==> src/rtl/lsu_bus_arbiter.sv <==
// lsu_bus_arbiter: shares one valid/ready bus port between two requesters with a
// single outstanding transaction, using round-robin or fixed-priority grant.
module lsu_bus_arbiter #(
   parameter int PRIO_MODE = 0,
   parameter int WR_RSP    = 1
) (
   input  logic        clk,
   input  logic        rstn,
   input  logic        m0_req_vld,
   output logic        m0_req_rdy,
   input  logic        m0_req_wen,
   input  logic [2:0]  m0_req_rwtyp,
   input  logic [31:0] m0_req_addr,
   input  logic [31:0] m0_req_wdata,
   output logic        m0_rsp_vld,
   input  logic        m0_rsp_rdy,
   output logic [31:0] m0_rsp_rdata,
   input  logic        m1_req_vld,
   output logic        m1_req_rdy,
   input  logic        m1_req_wen,
   input  logic [2:0]  m1_req_rwtyp,
   input  logic [31:0] m1_req_addr,
   input  logic [31:0] m1_req_wdata,
   output logic        m1_rsp_vld,
   input  logic        m1_rsp_rdy,
   output logic [31:0] m1_rsp_rdata,
   output logic        s_req_vld,
   input  logic        s_req_rdy,
   output logic        s_req_wen,
   output logic [2:0]  s_req_rwtyp,
   output logic [31:0] s_req_addr,
   output logic [31:0] s_req_wdata,
   input  logic        s_rsp_vld,
   output logic        s_rsp_rdy,
   input  logic [31:0] s_rsp_rdata,
   output logic        arb_busy,
   output logic        arb_owner
);
   typedef enum logic [1:0] {IDLE, REQ, RSP} state_e;
   state_e state_q, state_d;
   logic owner_q, owner_d, last_q, last_d;
   logic gnt, in_req, in_rsp, own_rsp_rdy;

   // On contention round-robin picks whoever did not win last time
   assign gnt = (m0_req_vld && m1_req_vld) ? (PRIO_MODE != 0 ? 1'b0 : ~last_q) : m1_req_vld;

   always_ff @(posedge clk or negedge rstn) begin
      if (!rstn) begin
         state_q <= IDLE;
         owner_q <= 1'b0;
         last_q  <= 1'b1;
      end else begin
         state_q <= state_d;
         owner_q <= owner_d;
         last_q  <= last_d;
      end
   end

   always_comb begin
      state_d = state_q;
      owner_d = owner_q;
      last_d  = last_q;
      case (state_q)
         IDLE: if (m0_req_vld || m1_req_vld) begin
            state_d = REQ;
            owner_d = gnt;
            last_d  = gnt;
         end
         REQ: if (s_req_rdy) state_d = (s_req_wen && WR_RSP == 0) ? IDLE : RSP;
         RSP: if (s_rsp_vld && own_rsp_rdy) state_d = IDLE;
         default: state_d = IDLE;
      endcase
   end

   assign in_req      = state_q == REQ;
   assign in_rsp      = state_q == RSP;
   assign own_rsp_rdy = owner_q ? m1_rsp_rdy : m0_rsp_rdy;

   assign s_req_vld   = in_req;
   assign s_req_wen   = in_req && (owner_q ? m1_req_wen : m0_req_wen);
   assign s_req_rwtyp = in_req ? (owner_q ? m1_req_rwtyp : m0_req_rwtyp) : 3'd0;
   assign s_req_addr  = in_req ? (owner_q ? m1_req_addr : m0_req_addr) : 32'd0;
   assign s_req_wdata = in_req ? (owner_q ? m1_req_wdata : m0_req_wdata) : 32'd0;
   assign m0_req_rdy  = in_req && !owner_q && s_req_rdy;
   assign m1_req_rdy  = in_req && owner_q && s_req_rdy;

   // Stray downstream responses outside RSP never reach a requester
   assign s_rsp_rdy    = in_rsp && own_rsp_rdy;
   assign m0_rsp_vld   = in_rsp && !owner_q && s_rsp_vld;
   assign m1_rsp_vld   = in_rsp && owner_q && s_rsp_vld;
   assign m0_rsp_rdata = (in_rsp && !owner_q) ? s_rsp_rdata : 32'd0;
   assign m1_rsp_rdata = (in_rsp && owner_q) ? s_rsp_rdata : 32'd0;

   assign arb_busy  = state_q != IDLE;
   assign arb_owner = owner_q;
endmodule

==> config.mk <==
export PLATFORM = sky130hd
export DESIGN_NAME = lsu_bus_arbiter
export DESIGN_NICKNAME = d
export VERILOG_FILES = /design/src/rtl/lsu_bus_arbiter.sv
export SDC_FILE = /design/constraint.sdc
export NUM_CORES = 1
export LEC_CHECK = 0
export ABC_AREA = 1
export CAP_MARGIN = 0
export CORE_AREA = 3 3 121 123
export DETAILED_ROUTE_END_ITERATION = 6
export DIE_AREA = 0 0 124 126
export GPL_ROUTABILITY_DRIVEN = 1
export GPL_TIMING_DRIVEN = 0
export PLACE_DENSITY = 0.53
export SYNTH_ARGS = -nofsm -noshare
export SYNTH_HDL_FRONTEND = slang
export SYNTH_SLANG_ARGS = --single-unit
==> constraint.sdc <==
create_clock -name clk -period 1.51 [get_ports clk]
set_input_delay 0.302 -clock clk [delete_from_list [all_inputs] [get_ports clk]]
set_output_delay 0.302 -clock clk [all_outputs]
set_load 0.1 [all_outputs]
==> results by group <==
Finish
  – Layout cells sized above 1: 51.9%
  – Fin cells: 880
  – ANT cells: 0
  – Final net count: slightly below 900
  – Area Growth Syn to Fin: 379%

Synthesis
  – Synthesized area: ~1800 sq um
  – Dominant cell by count in the synthesized netlist: nand2_1
  – Yosys top cell area share: a little under a third
  – Post-synth EDFFs: 0
  – Top_reg_cell synth: dfrtp_1
  – Synthesized Nets: 540
  – Synth area leaders: nand2_1 (31%), a21oi_1 (19%), nor2_1 (9.9%), buf_6 (9.5%), inv_1 (8.0%)
  – Netlist cell types: 19
  – Ys async rst share: 100%
  – Sequential area share after synthesis: under 10%
  – Top post-synthesis cells by count: nand2_1 (146), a21oi_1 (68), nor2_1 (47)
  – Gate Count Post-Synth: between 300 and 400
  – Area leader, netlist: nand2_1
  – Syn_area_per_cell: around 4.9 sq um
  – Ys Warns: 0
  – Seq cells post-synth: 4

Run
  – Max cap viols: 0

Run status
  – Run status: complete, but fails checks
  – Failing checks: negative setup slack

Worst setup path
  – CP Launch Type: flip-flop
  – Reg2reg setup slack: between 0.2 and 0.3 ns
  – Worst endpoint required time: 1.21 ns
  – CP Max Fanout: 6
  – Reg-to-reg startpoint: arb_owner
  – CP endpoint kind: output pin
  – WS Path Type: reg -> out
  – Worst Path Arrival: around 1.6 ns
  – R2r endpoint: state_q[1]
  – Worst-case reg-to-reg path depth: 7

Die
  – Die height: 126 um
  – Initial Utilization: 12.9%
  – Core box area: 13800 sq um
  – I/O pin count: approximately 320
  – Die width: ~120 um
  – Site Rows: between 40 and 50
  – DIE AREA: ~16000 sq um

Placed design
  – Placer Congestion: 0.830
  – Placed Instances: between 800 and 900
  – IO buf count: between 300 and 400
  – HPWL after detailed placement: 11300 um

Clocking
  – TritonCTS clock tree: done
  – TritonCTS buffer count: 3
  – Post-CTS Hold Buffers: 0
  – CTS Sinks: 4
  – CTS root buffer: clkbuf_16
  – Clock buffer depth: 2
  – Worst skew pair latency: about 0.22 ns
  – Worst-path clk slew: roughly 0.03 ns
  – H-tree levels: 1

Global routing
  – Gr ovfl total: 0
  – Initial antenna violation count: 0
  – First-pass GRT wire length: 20800 um
  – Vias in the first global route: slightly below 4000
  – Tot GR Track Use: ~17%
  – Largest net degree at the start of global routing: 11

Timing
  – Final Hold Fails: 0
  – Normalized max-slew margin: 32.3%
  – Final WS setup: -0.376 ns
  – Achievable Freq: roughly 0.53 GHz
  – Final critical-path required period: 1.89 ns
  – Final setup viols: about 140
  – Worst clock skew: 0.00256 ns
  – RSZ-0062 raised after global routing: true
  – Period utilization: 125%
  – Slew of the pin with the lowest slew margin: 1.02 ns
  – Slew Limit Fails: 0
  – Fin Setup TNS: -44.16 ns

Power and ir drop
  – Peak VDD IR: between 1 and 1.5 mV
  – PwrDens: 2250 nW/um^2
  – Static Leak: around 3.2 nW

Routing
  – Vias: approximately 3700
  – WL final: around 16000 um
  – TritonRoute pass-1 iters: 4
  – Per-cell routed wire length: 17.7 um
  – Antenna Nets Post-Route: 0
  – Drt initial violations: 64
  – Vias/cell: around 4.2
  – DRC: 0

Hold path
  – Hold Crit Class: in -> async
==> flip-flops by register name, summed over array words and instances, names as in the netlist <==
name and count:
arb_owner 1, state_q 2, last_q 1
==> through the flow <==
step / hold slack [ns] / area, sq um / util (%) / total power [mW] / worst slack, ns
after floorplan: 0.00641 / 2960 / - / 11.7 / -1.14
after global placement: 0.458 / 6330 / 46.0 / 14.7 / -1.13
after detailed placement: 0.463 / 6330 / 46.0 / 14.8 / -1.14
after CTS: 0.284 / 7640 / 55.5 / 17.7 / -0.382
after global routing: 0.303 / 8520 / 61.9 / 19.9 / -0.411
final: 0.280 / 8520 / 61.9 / 19.2 / -0.376
==> how the worst max path moves through the flow <==
stage                     startpoint          endpoint  slack [ns]  depth (start not counted)
after floorplan            arb_owner  m0_rsp_rdata[21]       -1.14                          5
after global placement     arb_owner   s_req_wdata[25]       -1.13                          6
after detailed placement   arb_owner   s_req_wdata[25]       -1.14                          6
after CTS                  arb_owner  m0_rsp_rdata[30]       -0.38                          6
after global routing       arb_owner    s_req_rwtyp[2]       -0.41                          6
final                      arb_owner    s_req_rwtyp[2]       -0.38                          6
==> layout make-up <==
type / count / area, sq um
fill: 1116 / 5250
timing repair buffer: 329 / 4840
multi-input combinational: 294 / 2660
buffer: 28 / 415
tap: 180 / 225
inverter: 40 / 176
sequential: 4 / 106
clock buffer: 4 / 78.8
timing repair inverter: 1 / 16.3
==> cell usage in the layout, fill, tap and decap left out <==
cell type | Yosys | routed
a21oi_4 | 0 | 68
clkbuf_16 | 0 | 13
dlygate4sd2_1 | 0 | 1
buf_12 | 0 | 154
nor3_4 | 0 | 2
dfstp_2 | 1 | 1
dfrtp_2 | 0 | 1
clkdlybuf4s50_1 | 0 | 175
inv_2 | 1 | 2
buf_4 | 6 | 5
dfrtp_4 | 0 | 1
nand2_8 | 0 | 3
nor2_4 | 1 | 67
clkbuf_4 | 0 | 3
buf_6 | 15 | 8
nand2_4 | 3 | 9
and3_2 | 0 | 1
nand3_1 | 2 | 2
nand2_2 | 0 | 21
nand2_1 | 146 | 118
inv_1 | 38 | 37
clkinv_8 | 0 | 1
buf_8 | 0 | 1
dfrtp_1 | 3 | 1
o21ai_0 | 2 | 2
clkinv_16 | 0 | 1
nor2_2 | 20 | 1
clkbuf_1 | 0 | 1
==> what timing repair did <==
item | 4_1_cts | 5_1_grt
setup endpoints to repair | 140 | 140
cloned | 0 | 13
hold endpoints to repair | 0 | 0
resized for setup | 1211 | 147
buffers inserted | 0 | 4
pin swaps | 5 | 20
==> cell families after synthesis <==
logic type             Yosys count  share of synthesized area, %
AND/OR/NAND/NOR                222                          52.0
AO/OA/AOI/OAI                   70                          19.7
flip-flops                       4                          5.70
buffers and inverters           68                          22.6
==> critical path: stages, from the launching register on <==
cell and delay (ns):
dfrtp_4 0.50, buf_12 0.17, clkinv_8 0.09, clkbuf_16 0.15
nand2_1 0.09, a21oi_4 0.16, buf_12 0.19
==> metal layers <==
metal  share of wire (%)  vias up  track usage [%]
met5                   0        -                0
met4                 1.5        0             3.03
met3                 9.2       15             5.21
met2                  57      178             33.7
met1                  32     1726             16.6
li1                    -     1793                -
==> report_power, final <==
part	total (mW)	internal [mW]	leakage, nW	switching (mW)
Clock	0.422	0.349	0.0382	0.0739
Combinational	18.6	6.56	3.16	12.0
Sequential	0.248	0.181	0.0454	0.0672
Note: power is estimated with default switching activity, not from simulation.
